<file path="src/rtl/csr_timer_unit.sv">
// csr_timer_unit: timer CSRs (TID, TCFG, TVAL, TICLR, CNTC) and the 64-bit
// stable counter. It consumes the CSR-write stream, answers reads for the
// addresses it owns and drives the timer interrupt line.

package csr_defines;
    typedef struct packed {
        logic        we;
        logic [13:0] addr;
        logic [31:0] data;
    } csr_write_signal;

    localparam logic [13:0] CSR_TID   = 14'h40;
    localparam logic [13:0] CSR_TCFG  = 14'h41;
    localparam logic [13:0] CSR_TVAL  = 14'h42;
    localparam logic [13:0] CSR_CNTC  = 14'h43;
    localparam logic [13:0] CSR_TICLR = 14'h44;
endpackage

module csr_timer_unit
    import csr_defines::*;
#(
    parameter logic [31:0] COREID = 32'd0
) (
    input  logic                         clk,
    input  logic                         rst,
    input  csr_defines::csr_write_signal csr_w_i,
    input  logic [13:0]                  rd_addr_i,
    output logic [31:0]                  rd_data_o,
    output logic                         rd_hit_o,
    output logic                         timer_int_o,
    output logic [63:0]                  stable_counter_o
);

    logic [31:0] tid;
    logic [31:0] tcfg;
    logic [31:0] tval;
    logic        armed;
    logic        pending;
    logic [31:0] cntc;
    logic [63:0] cnt;

    logic wr_tid;
    logic wr_tcfg;
    logic wr_cntc;
    logic wr_ticlr;
    logic timer_run;
    logic expire;

    // Decode the write stream; TVAL is read-only so it has no strobe.
    assign wr_tid   = csr_w_i.we && (csr_w_i.addr == CSR_TID);
    assign wr_tcfg  = csr_w_i.we && (csr_w_i.addr == CSR_TCFG);
    assign wr_cntc  = csr_w_i.we && (csr_w_i.addr == CSR_CNTC);
    assign wr_ticlr = csr_w_i.we && (csr_w_i.addr == CSR_TICLR);

    // A TCFG write suppresses the timer step for that cycle, so the write wins
    // over a coincident expiry.
    assign timer_run = !wr_tcfg && armed && tcfg[0];
    assign expire    = timer_run && (tval == 32'd0);

    // TID holds the core id until software overwrites it.
    always_ff @(posedge clk or posedge rst) begin
        if (rst) begin
            tid <= COREID;
        end else if (wr_tid) begin
            tid <= csr_w_i.data;
        end
    end

    // Timer configuration and countdown: load on TCFG write, otherwise count
    // down, reloading in periodic mode or disarming in one-shot mode.
    always_ff @(posedge clk or posedge rst) begin
        if (rst) begin
            tcfg  <= 32'd0;
            tval  <= 32'd0;
            armed <= 1'b0;
        end else if (wr_tcfg) begin
            tcfg  <= csr_w_i.data;
            tval  <= {csr_w_i.data[31:2], 2'b00};
            armed <= csr_w_i.data[0];
        end else if (timer_run) begin
            if (tval != 32'd0) begin
                tval <= tval - 32'd1;
            end else if (tcfg[1]) begin
                tval <= {tcfg[31:2], 2'b00};
            end else begin
                armed <= 1'b0;
            end
        end
    end

    // Interrupt pending flag; an expiry beats a simultaneous TICLR clear.
    always_ff @(posedge clk or posedge rst) begin
        if (rst) begin
            pending <= 1'b0;
        end else if (expire) begin
            pending <= 1'b1;
        end else if (wr_ticlr && csr_w_i.data[0]) begin
            pending <= 1'b0;
        end
    end

    // Counter correction value added to the free-running count.
    always_ff @(posedge clk or posedge rst) begin
        if (rst) begin
            cntc <= 32'd0;
        end else if (wr_cntc) begin
            cntc <= csr_w_i.data;
        end
    end

    // Free-running 64-bit counter, wraps naturally at 2^64.
    always_ff @(posedge clk or posedge rst) begin
        if (rst) begin
            cnt <= 64'd0;
        end else begin
            cnt <= cnt + 64'd1;
        end
    end

    assign timer_int_o      = pending;
    assign stable_counter_o = cnt + {{32{cntc[31]}}, cntc};

    // Combinational read port from current state; same-cycle writes are not
    // forwarded.
    always_comb begin
        rd_data_o = 32'd0;
        rd_hit_o  = 1'b0;
        case (rd_addr_i)
            CSR_TID: begin
                rd_data_o = tid;
                rd_hit_o  = 1'b1;
            end
            CSR_TCFG: begin
                rd_data_o = tcfg;
                rd_hit_o  = 1'b1;
            end
            CSR_TVAL: begin
                rd_data_o = tval;
                rd_hit_o  = 1'b1;
            end
            CSR_CNTC: begin
                rd_data_o = cntc;
                rd_hit_o  = 1'b1;
            end
            CSR_TICLR: begin
                rd_data_o = 32'd0;
                rd_hit_o  = 1'b1;
            end
            default: begin
                rd_data_o = 32'd0;
                rd_hit_o  = 1'b0;
            end
        endcase
    end

endmodule

</file>
<file path="config.mk">
export PLATFORM = sky130hd
export DESIGN_NAME = csr_timer_unit
export DESIGN_NICKNAME = d
export VERILOG_FILES = /design/src/rtl/csr_timer_unit.sv
export SDC_FILE = /design/constraint.sdc
export NUM_CORES = 1
export LEC_CHECK = 0
export ABC_AREA = 1
export BUFFER_PORTS_ARGS = -buffer_cell sky130_fd_sc_hd__buf_4
export CORE_UTILIZATION = 60
export CTS_CLUSTER_DIAMETER = 80
export CTS_CLUSTER_SIZE = 20
export DETAILED_ROUTE_END_ITERATION = 7
export PLACE_DENSITY_LB_ADDON = 0.12
export SLEW_MARGIN = 20
export SYNTH_ARGS = -nofsm -noshare
export SYNTH_HDL_FRONTEND = slang
export SYNTH_SLANG_ARGS = --single-unit
</file>
<file path="constraint.sdc">
create_clock -name clk -period 7.6 [get_ports clk]
set_clock_uncertainty 0.2 [all_clocks]
set_input_delay 0.76 -clock clk [delete_from_list [all_inputs] [get_ports clk]]
set_output_delay 0.76 -clock clk [all_outputs]
set_load 0.03 [all_outputs]
</file>
* Word-level counts from Yosys, hierarchy flattened
Index checks and enable logic that the tools add are counted.
** Storage, ports and cells
- Register bits :: 194
- Logic and storage cells :: 50
- Input port bits :: 63
- Memory bits (writable) :: 0
- Output and inout bits :: 98
- Memories :: 0
- Latch bits :: 0
- ROM bits :: 0
** Cells by class
- Eq/ne operators :: 11
- Bitwise gates (word level) :: 0
- Shifts and indexed selects :: 0
- Order comparisons :: 0
- $mul :: 0
- Reduce and logical (&&, ||, !) cells :: 17
- Multiplexer cells :: 12
- Add/sub/neg operators :: 3
- Divide/modulo/power cells :: 0
** Operators by type and width (count)
- $mux W32 :: 4
- $pmux W32 S4 :: 1
- $eq A14 B7 Y1 const B :: 9
- $add A64 B1 Y64 const B :: 1
- $add A64 B64 Y64 :: 1
- $logic_not A32 Y1 :: 1
- $reduce_bool A32 Y1 :: 1
- $sub A32 B1 Y32 const B :: 1
- $logic_and A1 B1 Y1 :: 8
- $mux W1 :: 7
- $reduce_or A5 Y1 :: 1
- $reduce_bool A2 Y1 :: 2
- $reduce_and A3 Y1 :: 1
- $reduce_bool A3 Y1 :: 1
- $ne A2 B1 Y1 const B :: 1
- $ne A2 B2 Y1 const B :: 1
- $reduce_and A2 Y1 :: 1
- $logic_not A1 Y1 :: 1

* Logic depth before layout (Yosys ltp)
Gate-level depths: netlist (run 1).
- Word-level depth :: 7
- Mapped depth :: 14
- Gate-level depth less buffers :: 14

* Worst setup path before layout (run 1)
Ideal clock, no wire load.
- Kind :: reg2out
- Start :: register cntc[31]
- End :: output stable_counter_o[32]
- Path slack :: 4.177 ns
- Path buffers :: 0
- Data required time :: 6.640 ns
- Stages on the path, launching flop included :: 11
- Arrival time :: 2.463 ns
- Cell sequence :: dfrtp_1 -> ha_1 -> nand2_1 -> nor2_1 -> inv_1 -> nor2_1 -> inv_1 -> nor2_1 -> nor2_1 -> nand2_1 -> xor2_1
** On the way
- Longest elaborated chain between the ends :: 1
** Ends and longest elaborated chain
- start: declaration :: RTL line 39 : logic [31:0] cntc;
- start signal: assignment :: RTL line 107 : cntc <= csr_w_i.data;
- $add A64 B64 Y64 :: RTL line 121 : assign stable_counter_o = cnt + {{32{cntc[31]}}, cntc};
- end: declaration :: RTL line 31 : output logic [63:0] stable_counter_o
No other way between the ends.

* Worst setup path in the final report (run 1)
- Start :: register cntc[31]
- End :: output stable_counter_o[48]
Same word-level chain as after synthesis.

==> results of run 1 <==
## sequential cells by signal, summed over array words and instances (netlist names)
signal,cells
timer_int_o,1
tid,32
cntc,32
tval,32
tcfg,32
cnt,64
armed,1
## final timing paths
check / from / to / depth (start not counted)
setup / recovery: cntc[31] / stable_counter_o[48] / 13
hold / removal: rst / cnt[2] / 2
setup reg to reg: tval[9] / tval[3] / 11
hold reg to reg: cnt[63] / cnt[63] / 1
max in group asynchronous: rst / tval[25] / 3
min in group clk: cnt[63] / cnt[63] / 1
## layer usage
metal | wire (microns) | share of wire [%] | global-route usage (%)
met4 | 3690 | 6.3 | 24.6
met5 | 24 | 0.041 | 0
met3 | 4270 | 7.3 | 6.65
met2 | 28100 | 48 | 71.3
met1 | 22400 | 38 | 47.4
## worst reg2reg max path: cells and delay by family, from the launching register on
| kind | cells | cell delay, ps |
|---|---|---|
| buffers and inverters | 2 | 710 |
| AND/OR/NAND/NOR | 8 | 1320 |
| AO/OA/AOI/OAI | 1 | 70 |
| flip-flops | 1 | 460 |
## placed cells by master (no fill, tap or decap), drive strengths merged
cell type and n:
nor2 319, nand3b 13, nor4 9, dfrtp 194, xnor2 28, o21a 1, nand3 140, and2 4
o41ai 1, clkinv 3, or2 6, fa 1, nand2 1183, xor2 82, a21oi 67, bufinv 1
clkbuf 17, nor3 53, o21ai 102, o21bai 3, clkinvlp 3, buf 171, ha 66, inv 480
nand4 49
## stage by stage
step | instances | setup slack [ps] | power [W] | area, sq um | utilization [%]
after detailed placement | 3342 | 3990 | 0.00114 | 18400 | 66.4
final | 3374 | 3370 | 0.00200 | 19000 | 68.5
after CTS | 3374 | 3500 | 0.00201 | 19000 | 68.5
after global placement | 3342 | 4000 | 0.00114 | 18400 | 66.4
after floorplan | 2838 | 1360 | 0.00109 | 16900 | -
after global routing | 3374 | 3220 | 0.00205 | 19000 | 68.5
## cells by family (layout without fill, tap and decap cells)
family                   Yosys count  after routing  synth area share (%)
flip-flops                       194            194                  28.8
buffers and inverters            517            675                  11.9
AO/OA/AOI/OAI                    174            174                  5.35
AND/OR/NAND/NOR                 1776           1776                  43.3
adder cells (fa/ha/maj)           67             67                  5.01
XOR/XNOR                         110            110                  5.71
## layout make-up
cell class / count / area share, %
Clock buffer: 17 / 2.24
Clock inverter: 15 / 0.765
Inverter: 472 / 9.37
Multi-Input combinational cell: 2127 / 52.8
Sequential cell: 194 / 25.6
Tap cell: 378 / 2.49
Timing Repair Buffer: 171 / 6.76
## power groups by stage
| stage | logic, W | registers, W | clock network [W] |
|---|---|---|---|
| 4_1_cts | 0.0000847 | 0.00103 | 0.000888 |
| 3_5_place_dp | 0.0000842 | 0.00105 | 0 |
| 5_1_grt | 0.0000935 | 0.00103 | 0.000928 |
| 3_3_place_gp | 0.0000822 | 0.00105 | 0 |
| 6_report | 0.0000847 | 0.00103 | 0.000885 |
| 2_1_floorplan | 0.0000398 | 0.00105 | 0 |
==> out/metrics.yaml, run 1 <==
grt_overflow: 0
clkPwrFrac_pct: 44.2
ios: 161
cp_max_fo: 33
max-slew-margin-rel_pct: 36.2
syn_area_sq_mm: 0.0169
die_area_sq_mm: 0.0288
vias: 18800
grt_max_degree: 135
yosysWarnings: 0
status: "finished, final reports clean"
post_cts_resize_count: 0
yosys-top-cells-count: "1180 x nand2_1, 467 x inv_1, 307 x nor2_1"
p_sw_share_pct: 24.0
n_antenna_cell: 0
core_area_sq_mm: 0.0277
tns_ps: 0
seqCellArea_sq_mm: 0.00485
insertion_delay_ps: 450
root_buffer: "clkbuf_16"
power.density_mw_per_mm2: 106
drtIter0Drc: 1860
combPwrFrac_pct: 4.2
synth_fp_nets: 2968
worst_pin_slew_ps: 957
antenna_found_initial: 2
fin_crit_ps: 4230
yosysTopAreaCell: "dfrtp_1"
gp_congestion: 1.05
avgSynthCellArea_sq_um: 5.95
synth-edff-count: 0
cpLargestDelayFamily: "simple AND/OR/NAND/NOR gates"
dp_hpwl_microns: 47000
synth_ff_type: "dfrtp_1"
worstPathArrival_ps: 3270
critPathKind: "flop to output port"
p_int_w: 0.00152
drive_gt1_share_pct: 8.24
htreeDepth: 4
clkTransAtPathRegs_ps: 70
p_switching_w: 0.000481
setup_viol: 0
avgRoutedWirePerCell_microns: 17.3
clkSinkCount: 194
max_freq_mhz: 237
seq_area_frac_synth_pct: 28.8
drcViolationCount: 0
io_buffers: 160
die_width_microns: 170
critPathSlowestCell: "ha_1"
worst_hold_slack_ps: 275
cellLeakagePower_nw: 11.3
yosysUniqueCellTypes: 38
cts_hold_buf: 0
grt_pass1_wl_microns: 90500
cp-start-kind: "flop"
synth.most_common_cell: "nand2_1"
async_flop_share_pct: 100
wl_microns: 58400
rsz0062_at_grt: "no"
cts_tree: "built"
cts_buffers: 17
min_path_type: "input pin to asynchronous set/reset pin"
die_h_microns: 170
post_cts_buffers: 0
max_stage_delay_ps: 520
p_seq_share_pct: 51.6
clock_path_buffers: 2
ys_top_cells_by_area: "dfrtp_1 29%, nand2_1 26%, inv_1 10%"
multi_input_area_sq_mm: 0.0100
synthCells: 2838
syn_to_final_growth_pct: 12.5
report.final.slew_viol_count: 0
start_util_pct: 60.9
grt_pass1_vias: 17500
path_cells: "buf_4, ha_1, nand2_1, nor2_1, nand2_1, inv_1, nand2_1, nor2_1, nand2_1, nand3_1, nand2_1, nand2_1, buf_4"
fill_cells: 2565
path_buf_inv: 3
synth_top_area_share_pct: 28.8
num-nets-final: 3113
drv_cap: 0
grt.total_usage_pct: 41.0
vias_per_cell: 5.58
postRouteAntennaNets: 0
crit_top_cell: "nand2_1"
num_rows: 61
firstDrtPassIters: 6
ir_drop_mv: 0.233
required_ps: 6640
r2r_slack_ps: 4710
hold_violations: 0
crit_path_end_kind: "output port"
synth_seq_cells: 194
post-route-period-util_pct: 55.6
No activity file was read; power rests on OpenSTA's default activity.
==> run 2: changes to the inputs <==
--- a/config.mk
+++ b/config.mk
@@ -5,7 +5,7 @@
 export SDC_FILE = /design/constraint.sdc
 export NUM_CORES = 1
 export LEC_CHECK = 0
-export ABC_AREA = 1
+export ABC_AREA = 0
 export BUFFER_PORTS_ARGS = -buffer_cell sky130_fd_sc_hd__buf_4
 export CORE_UTILIZATION = 60
 export CTS_CLUSTER_DIAMETER = 80
==> constraint.sdc (replaced) <==
create_clock -name clk -period 4.35 [get_ports clk]
set_clock_uncertainty 0.2 [all_clocks]
set_input_delay 0.435 -clock clk [delete_from_list [all_inputs] [get_ports clk]]
set_output_delay 0.435 -clock clk [all_outputs]
set_load 0.03 [all_outputs]
==> run 2 against run 1 <==
  * The flow now finishes with violations (design-rule violations, negative hold slack)
  * Die area fell by 20%
  * Global-route usage fell by 8.7 points
  * Clock power up 88%
  * Synthesized cell count decreased by 48%
  * Count of clock-buffer cells in the layout unchanged
  * Sequential power grew 75%
  * Non-clock buffer count increased by 12
  * Worst hold slack worse by 300 ps
  * Largest cell class unchanged
==> out/metrics.yaml, run 2 <==
drtIter0Drc: 926  # -50%
critPathLaunch: "cntc[0]"
clkPwrFrac_pct: 46.0  # +1.8 points
yosys-top-cells-count: "219 x nand2_1, 194 x dfrtp_1, 103 x nor2_1"
worst_pin_slew_ps: 1080  # +125 ps
core_area_sq_mm: 0.0220  # -21%
min_path_type: "input pin to asynchronous set/reset pin"
ios: 161  # unchanged
drv_cap: 0  # unchanged
synth_fp_nets: 1602  # -46%
timing.rr.start: "tval[9]"
wl_microns: 37500  # -36%
r2r.worst_path.cells: 11  # unchanged
cts_buffers: 17  # unchanged
start_util_pct: 61.6  # +0.65 points
grt_max_degree: 82  # -39%
p_seq_share_pct: 50.0  # -1.6 points
hold_violations: 10  # +10
async_flop_share_pct: 100  # unchanged
setup_viol: 0  # unchanged
finish.utilization_pct: 72.4  # +3.9 points
fin_crit_ps: 4260
yosysWarnings: 0  # unchanged
fin_cells: 1897  # -44%
htreeDepth: 4  # unchanged
ir_drop_mv: 0.282  # +21%
yosysUniqueCellTypes: 71  # +87%
drive_gt1_share_pct: 22.7  # +14 points
cp-start-kind: "flop"
insertion_delay_ps: 450  # about the same
antenna_found_initial: 0  # -2
die_width_microns: 152  # -10%
largest_reg_flops: 64  # unchanged
max_stage_delay_ps: 410  # -110 ps
crit_path_end_kind: "output port"
combPwrFrac_pct: 4.1  # about the same
grt_pass1_vias: 11400  # -35%
syn_to_final_growth_pct: 17.7
grt_pass1_wl_microns: 59700  # -34%
avgRoutedWirePerCell_microns: 19.8  # +14%
die_h_microns: 152  # -10%
die_area_sq_mm: 0.0231  # -20%
gp_congestion: 0.917  # -12%
report.final.slew_viol_count: 0  # unchanged
io_buffers: 160  # unchanged
clkTransAtPathRegs_ps: 80  # about the same
postRouteAntennaNets: 0  # unchanged
vias_per_cell: 6.31  # +13%
clkSinkCount: 194  # unchanged
vias: 12000  # -36%
seq_area_frac_synth_pct: 35.9  # +7.1 points
status: "finished with violations"
worst_hold_slack_ps: -20.8  # -296 ps
firstDrtPassIters: 7  # +1
critPathSlowestCell: "a211o_1"
p_int_w: 0.00271  # +78%
grt_overflow: 0  # unchanged
max-slew-margin-rel_pct: 27.4  # -8.8 points
regMostFlops: "cnt"
power.density_mw_per_mm2: 227  # +120%
drcViolationCount: 14  # +14
dp.cells: 1857  # -44%
synthCells: 1472  # -48%
synth.most_common_cell: "nand2_1"
num_rows: 54  # -11%
yosysTopAreaCell: "dfrtp_1"
critPathKind: "flop to output port"
seqCellArea_sq_mm: 0.00486  # +0.10%
violations: "design-rule violations, negative hold slack"
p_sw_share_pct: 25.0  # +1.0 points
num-nets-final: 1734  # -44%
cellLeakagePower_nw: 7.88  # -30%
p_switching_w: 0.000904  # +88%
final_common_cell: "nand2_1"
grt.total_usage_pct: 32.2  # -8.7 points
path_cells: "ha_1, fa_2, a21o_1, a31o_4, a21oi_4, o211ai_1, a211o_1, nand2_2, o31ai_2, a311oi_2, xnor2_1, buf_4"
synth_seq_cells: 194  # unchanged
dp_hpwl_microns: 26900  # -43%
avgSynthCellArea_sq_um: 9.18  # +54%
max_freq_mhz: 235
syn_area_sq_mm: 0.0135  # -20%
final_cell_mix: "217 x nand2_1, 192 x dfrtp_1, 179 x buf_4"
post-route-period-util_pct: 97.9
required_ps: 3710  # -2930 ps
synth_top_area_share_pct: 35.9  # +7.1 points
r2r_slack_ps: 800  # -3910 ps
synth_ff_type: "dfrtp_1"
fill_cells: 1655  # -35%
root_buffer: "clkbuf_16"
cts_tree: "built"
clock_path_buffers: 2  # unchanged
cp_max_fo: 3  # -91%
r2r_end: "tval[21]"
n_antenna_cell: 0  # unchanged
synth-edff-count: 0  # unchanged
ys_top_cells_by_area: "dfrtp_1 36%, ha_1 6.1%, nand2_1 6.1%"
multi_input_area_sq_mm: 0.00858  # -14%
worstPathArrival_ps: 3620  # +350 ps
==> run 2: worst max-delay path by stage <==
stage                      endpoint  slack [ps]
6_report       stable_counter_o[60]          90
5_1_grt        stable_counter_o[57]         -20
4_1_cts        stable_counter_o[60]         -20
3_5_place_dp   stable_counter_o[59]         230
3_3_place_gp   stable_counter_o[59]         200
2_1_floorplan  stable_counter_o[56]         390
==> run 2: logic make-up (layout without fill, tap and decap cells) <==
family	count (synthesis)	in the layout	synth area share (%)
fa+ha+maj	67	67	6.26
mux	97	97	10.7
compound gates	311	311	15.1
buf+inv	87	232	2.49
xor+xnor	137	137	8.88
simple gates	579	579	20.6
flops	194	194	35.9
==> run 2: layout make-up <==
class                      count  area share [%]
clock inverter                15            1.31
inverter                      17           0.425
timing repair buffer         183            8.89
clock buffer                  17            2.67
sequential                   194            30.6
multi-input combinational   1191            54.0
tap                          280            2.20
==> run 2: repair_timing <==
item	in CTS	in global routing
hold endpoints to repair	1	0
gates resized for setup	9	40
hold buffers	1	0
pin swaps	4	12
endpoints found under the setup margin	11	20
buffers inserted	1	6
==> run 2: power by group through the flow <==
stage	Combinational, W	Clock, W	Sequential (W)
4_1_cts	0.000149	0.00167	0.00180
3_3_place_gp	0.000146	0	0.00184
3_5_place_dp	0.000148	0	0.00184
2_1_floorplan	0.0000662	0	0.00184
5_1_grt	0.000161	0.00174	0.00180
6_report	0.000147	0.00166	0.00180
==> run 2: metrics by stage <==
step           setup TNS (ps)  power [W]  instance area, sq um  setup slack, ps
3_5_place_dp                0    0.00199                 15000              233
5_1_grt                 -21.4    0.00371                 15900            -15.6
6_report                    0    0.00361                 15900             91.8
4_1_cts                 -24.8    0.00363                 15700            -24.8
3_3_place_gp                0    0.00199                 15000              200
2_1_floorplan               0    0.00191                 13500              387
==> run 2: worst max-delay path, delay by kind of cell (launching register included) <==
| kind | cells | cell delay [ps] |
|---|---|---|
| xor+xnor | 1 | 160 |
| buf+inv | 1 | 180 |
| flops | 1 | 400 |
| fa+ha+maj | 2 | 590 |
| compound gates | 7 | 1720 |
| simple gates | 1 | 120 |
==> run 2: per-layer routing <==
layer | part of all wire [%] | wire length [microns] | track usage (%) | vias to the layer above
met4 | 2.9 | 1080 | 11.2 | 0
met3 | 6.8 | 2540 | 5.02 | 63
met2 | 45 | 17000 | 48.7 | 467
li1 | - | - | - | 5578
met5 | 0 | 0 | 0 | -
met1 | 45 | 16800 | 47.2 | 5857
==> run 3: changes to the inputs <==
--- a/config.mk
+++ b/config.mk
@@ -12,6 +12,8 @@
 export CTS_CLUSTER_SIZE = 20
 export DETAILED_ROUTE_END_ITERATION = 7
 export PLACE_DENSITY_LB_ADDON = 0.12
+export RECOVER_POWER = 25
+export SETUP_SLACK_MARGIN = 0.2
 export SLEW_MARGIN = 20
 export SYNTH_ARGS = -nofsm -noshare
 export SYNTH_HDL_FRONTEND = slang
==> run 3 against run 2 <==
  * The flow finishes with violations (design-rule violations, max-capacitance violations, max-slew violations)
  * Non-clock buffer count up 31
  * Register-to-register slack got worse by 40 ps
  * Setup slack improved by 70 ps
  * Final area increased by 2.8%
  * Sequential share of layout area down 0.73 points
  * Flip-flop and latch count stayed put
  * Combinational power decreased by 3%
  * Fmax grew 1.7%
  * Count of clock-buffer cells in the layout unchanged
  * Critical endpoint is now stable_counter_o[38]
  * Largest cell class unchanged
  * Largest power group unchanged
==> out/metrics.yaml, run 3 (synthesized netlist as in run 2, its figures left out) <==
status: "finished with violations"
violations: "design-rule violations, max-capacitance violations, max-slew violations"
core_area_sq_mm: 0.0220  # unchanged
gp_congestion: 0.917  # unchanged
vias: 12200  # +1.7%
cts_tree: "built"
max_freq_mhz: 239  # +1.7%
report.final.slew_viol_count: 199  # +199
grt_pass1_vias: 11700  # +2.4%
max-slew-margin-rel_pct: -36.1  # -64 points
post-route-period-util_pct: 96.3  # -1.6 points
hold_violations: 0  # -10
start_util_pct: 61.6  # unchanged
grt_overflow: 0  # unchanged
wl_microns: 38500  # +2.7%
setup_viol: 0  # unchanged
holdPathStages: 3
clkTransAtPathRegs_ps: 90  # about the same
cpLargestDelayFamily: "simple AND/OR/NAND/NOR gates"
power.density_mw_per_mm2: 221  # -2.7%
io_buffers: 160  # unchanged
path_buf_inv: 1  # unchanged
combPwrFrac_pct: 4.0  # about the same
clock_path_buffers: 2  # unchanged
num_rows: 54  # unchanged
p_sw_share_pct: 25.1  # +0.065 points
p_int_w: 0.00270  # -0.11%
critPathKind: "flop to output port"
n_antenna_cell: 0  # unchanged
root_buffer: "clkbuf_16"
cts_buffers: 17  # unchanged
antenna_found_initial: 0  # unchanged
die_width_microns: 152  # unchanged
drv_cap: 3  # +3
hp-start: "csr_w_i[2]"
largest_reg_flops: 64  # unchanged
p_seq_share_pct: 50.0  # about the same
cp_max_fo: 5  # +2
critPathSlowestCell: "or4_1"
r2r_slack_ps: 760  # -40 ps
die_h_microns: 152  # unchanged
fin_crit_ps: 4190  # -70.5 ps
worst_pin_slew_ps: 2040  # +959 ps
required_ps: 3710  # about the same
clkPwrFrac_pct: 46.0  # about the same
whs_endpoint: "tcfg[2]"
htreeDepth: 4  # unchanged
ir_drop_mv: 0.283  # +0.54%
worst_hold_slack_ps: 5.91  # +26.7 ps
vias_per_cell: 6.31  # about the same
ios: 161  # unchanged
p_switching_w: 0.000906  # +0.24%
drive_gt1_share_pct: 26.6  # +3.9 points
drcViolationCount: 15  # +1
num-nets-final: 1765  # +1.8%
grt.total_usage_pct: 33.2  # +0.92 points
postRouteAntennaNets: 0  # unchanged
cp-start-kind: "flop"
crit_path_end_kind: "output port"
grt_pass1_wl_microns: 61300  # +2.7%
r2r.worst_path.cells: 11  # unchanged
syn_to_final_growth_pct: 20.9
r2r_end: "tval[21]"
insertion_delay_ps: 450  # about the same
final_common_cell: "nand2_1"
worstPathArrival_ps: 3550  # -70 ps
max_stage_delay_ps: 540  # +130 ps
grt_max_degree: 82  # unchanged
rsz0062_at_grt: "yes"
tns_ps: 0  # unchanged
avgRoutedWirePerCell_microns: 20.0  # +1.0%
path_cells: "ha_4, nand4_1, or4_1, or4_4, a311oi_4, or2b_4, a31oi_4, o21bai_2, xor2_1, buf_4"
cellLeakagePower_nw: 8.00  # +1.5%
firstDrtPassIters: 8  # +1
dp_hpwl_microns: 26900  # unchanged
clkSinkCount: 194  # unchanged
final_cell_mix: "217 x nand2_1, 205 x buf_4, 180 x dfrtp_1"
drtIter0Drc: 1072  # +16%
regMostFlops: "cnt"
timing.rr.start: "tval[9]"
min_path_type: "input pin to flop"
die_area_sq_mm: 0.0231  # unchanged
## run 3: cell count changes in the layout (fill, tap and decap cells not counted), moves of 3 or more
cell	change
ha_2	+7
buf_6	+3
dfrtp_1	-12
o21ai_0	-3
ha_4	+8
ha_1	-15
dfrtp_2	+12
buf_4	+26
## run 3: final cells by class
cell class              count  area [sq um]
multi-input cells        1191          8800
fillers                  1579          5610
flip-flops and latches    194          4870
repair buffers            214          1620
clock buffers              17           425
well taps                 280           350
clock inverters            15           208
inverters                  17          65.1
## run 3: metal layers
metal / wire, microns / vias up / global-route usage (%)
met5: 0 / - / 0
met3: 2380 / 84 / 5.11
met4: 1280 / 0 / 12.3
met1: 17200 / 5976 / 47.4
met2: 17600 / 469 / 51.1
li1: - / 5636 / -
## run 3: metrics by stage
stage / std cells / cell area, sq um / worst slack (ps) / total power (W) / util, %
floorplan: 1472 / 13500 / 387 / 0.00191 / -
global placement: 1857 / 15000 / 200 / 0.00199 / 68.2
detailed placement: 1857 / 15000 / 233 / 0.00199 / 68.2
CTS: 1909 / 16000 / 190 / 0.00363 / 73.0
global route: 1928 / 16300 / 77.9 / 0.00370 / 74.5
finish: 1928 / 16300 / 162 / 0.00361 / 74.5
## run 3: worst max path at each step
stage	slack (ps)	to	start	cells past startpoint
after floorplan	390	stable_counter_o[56]	cntc[31]	11
after global placement	200	stable_counter_o[59]	cnt[6]	11
after detailed placement	230	stable_counter_o[59]	cnt[6]	11
after CTS	190	stable_counter_o[63]	cntc[31]	11
after global routing	80	stable_counter_o[38]	cnt[19]	10
final	160	stable_counter_o[38]	cnt[20]	10
## run 3: timing repair
item,CTS,global route
hold endpoints to repair,1,0
hold buffers,1,0
pin swaps,18,17
buffers inserted,19,19
endpoints found under the setup margin,25,23
gates resized for setup,51,53
## run 3: power groups by stage
stage	Sequential [W]	Combinational [W]	Clock [W]
6_report	0.00180	0.000143	0.00166
5_1_grt	0.00181	0.000158	0.00174
4_1_cts	0.00180	0.000149	0.00167
3_5_place_dp	0.00184	0.000148	0
3_3_place_gp	0.00184	0.000146	0
2_1_floorplan	0.00184	0.0000662	0
## run 3: tightest hold or removal path: cells and delay by family
family	cells	cell delay (ps)
buffers and inverters	1	100
and+or+nand+nor	2	90
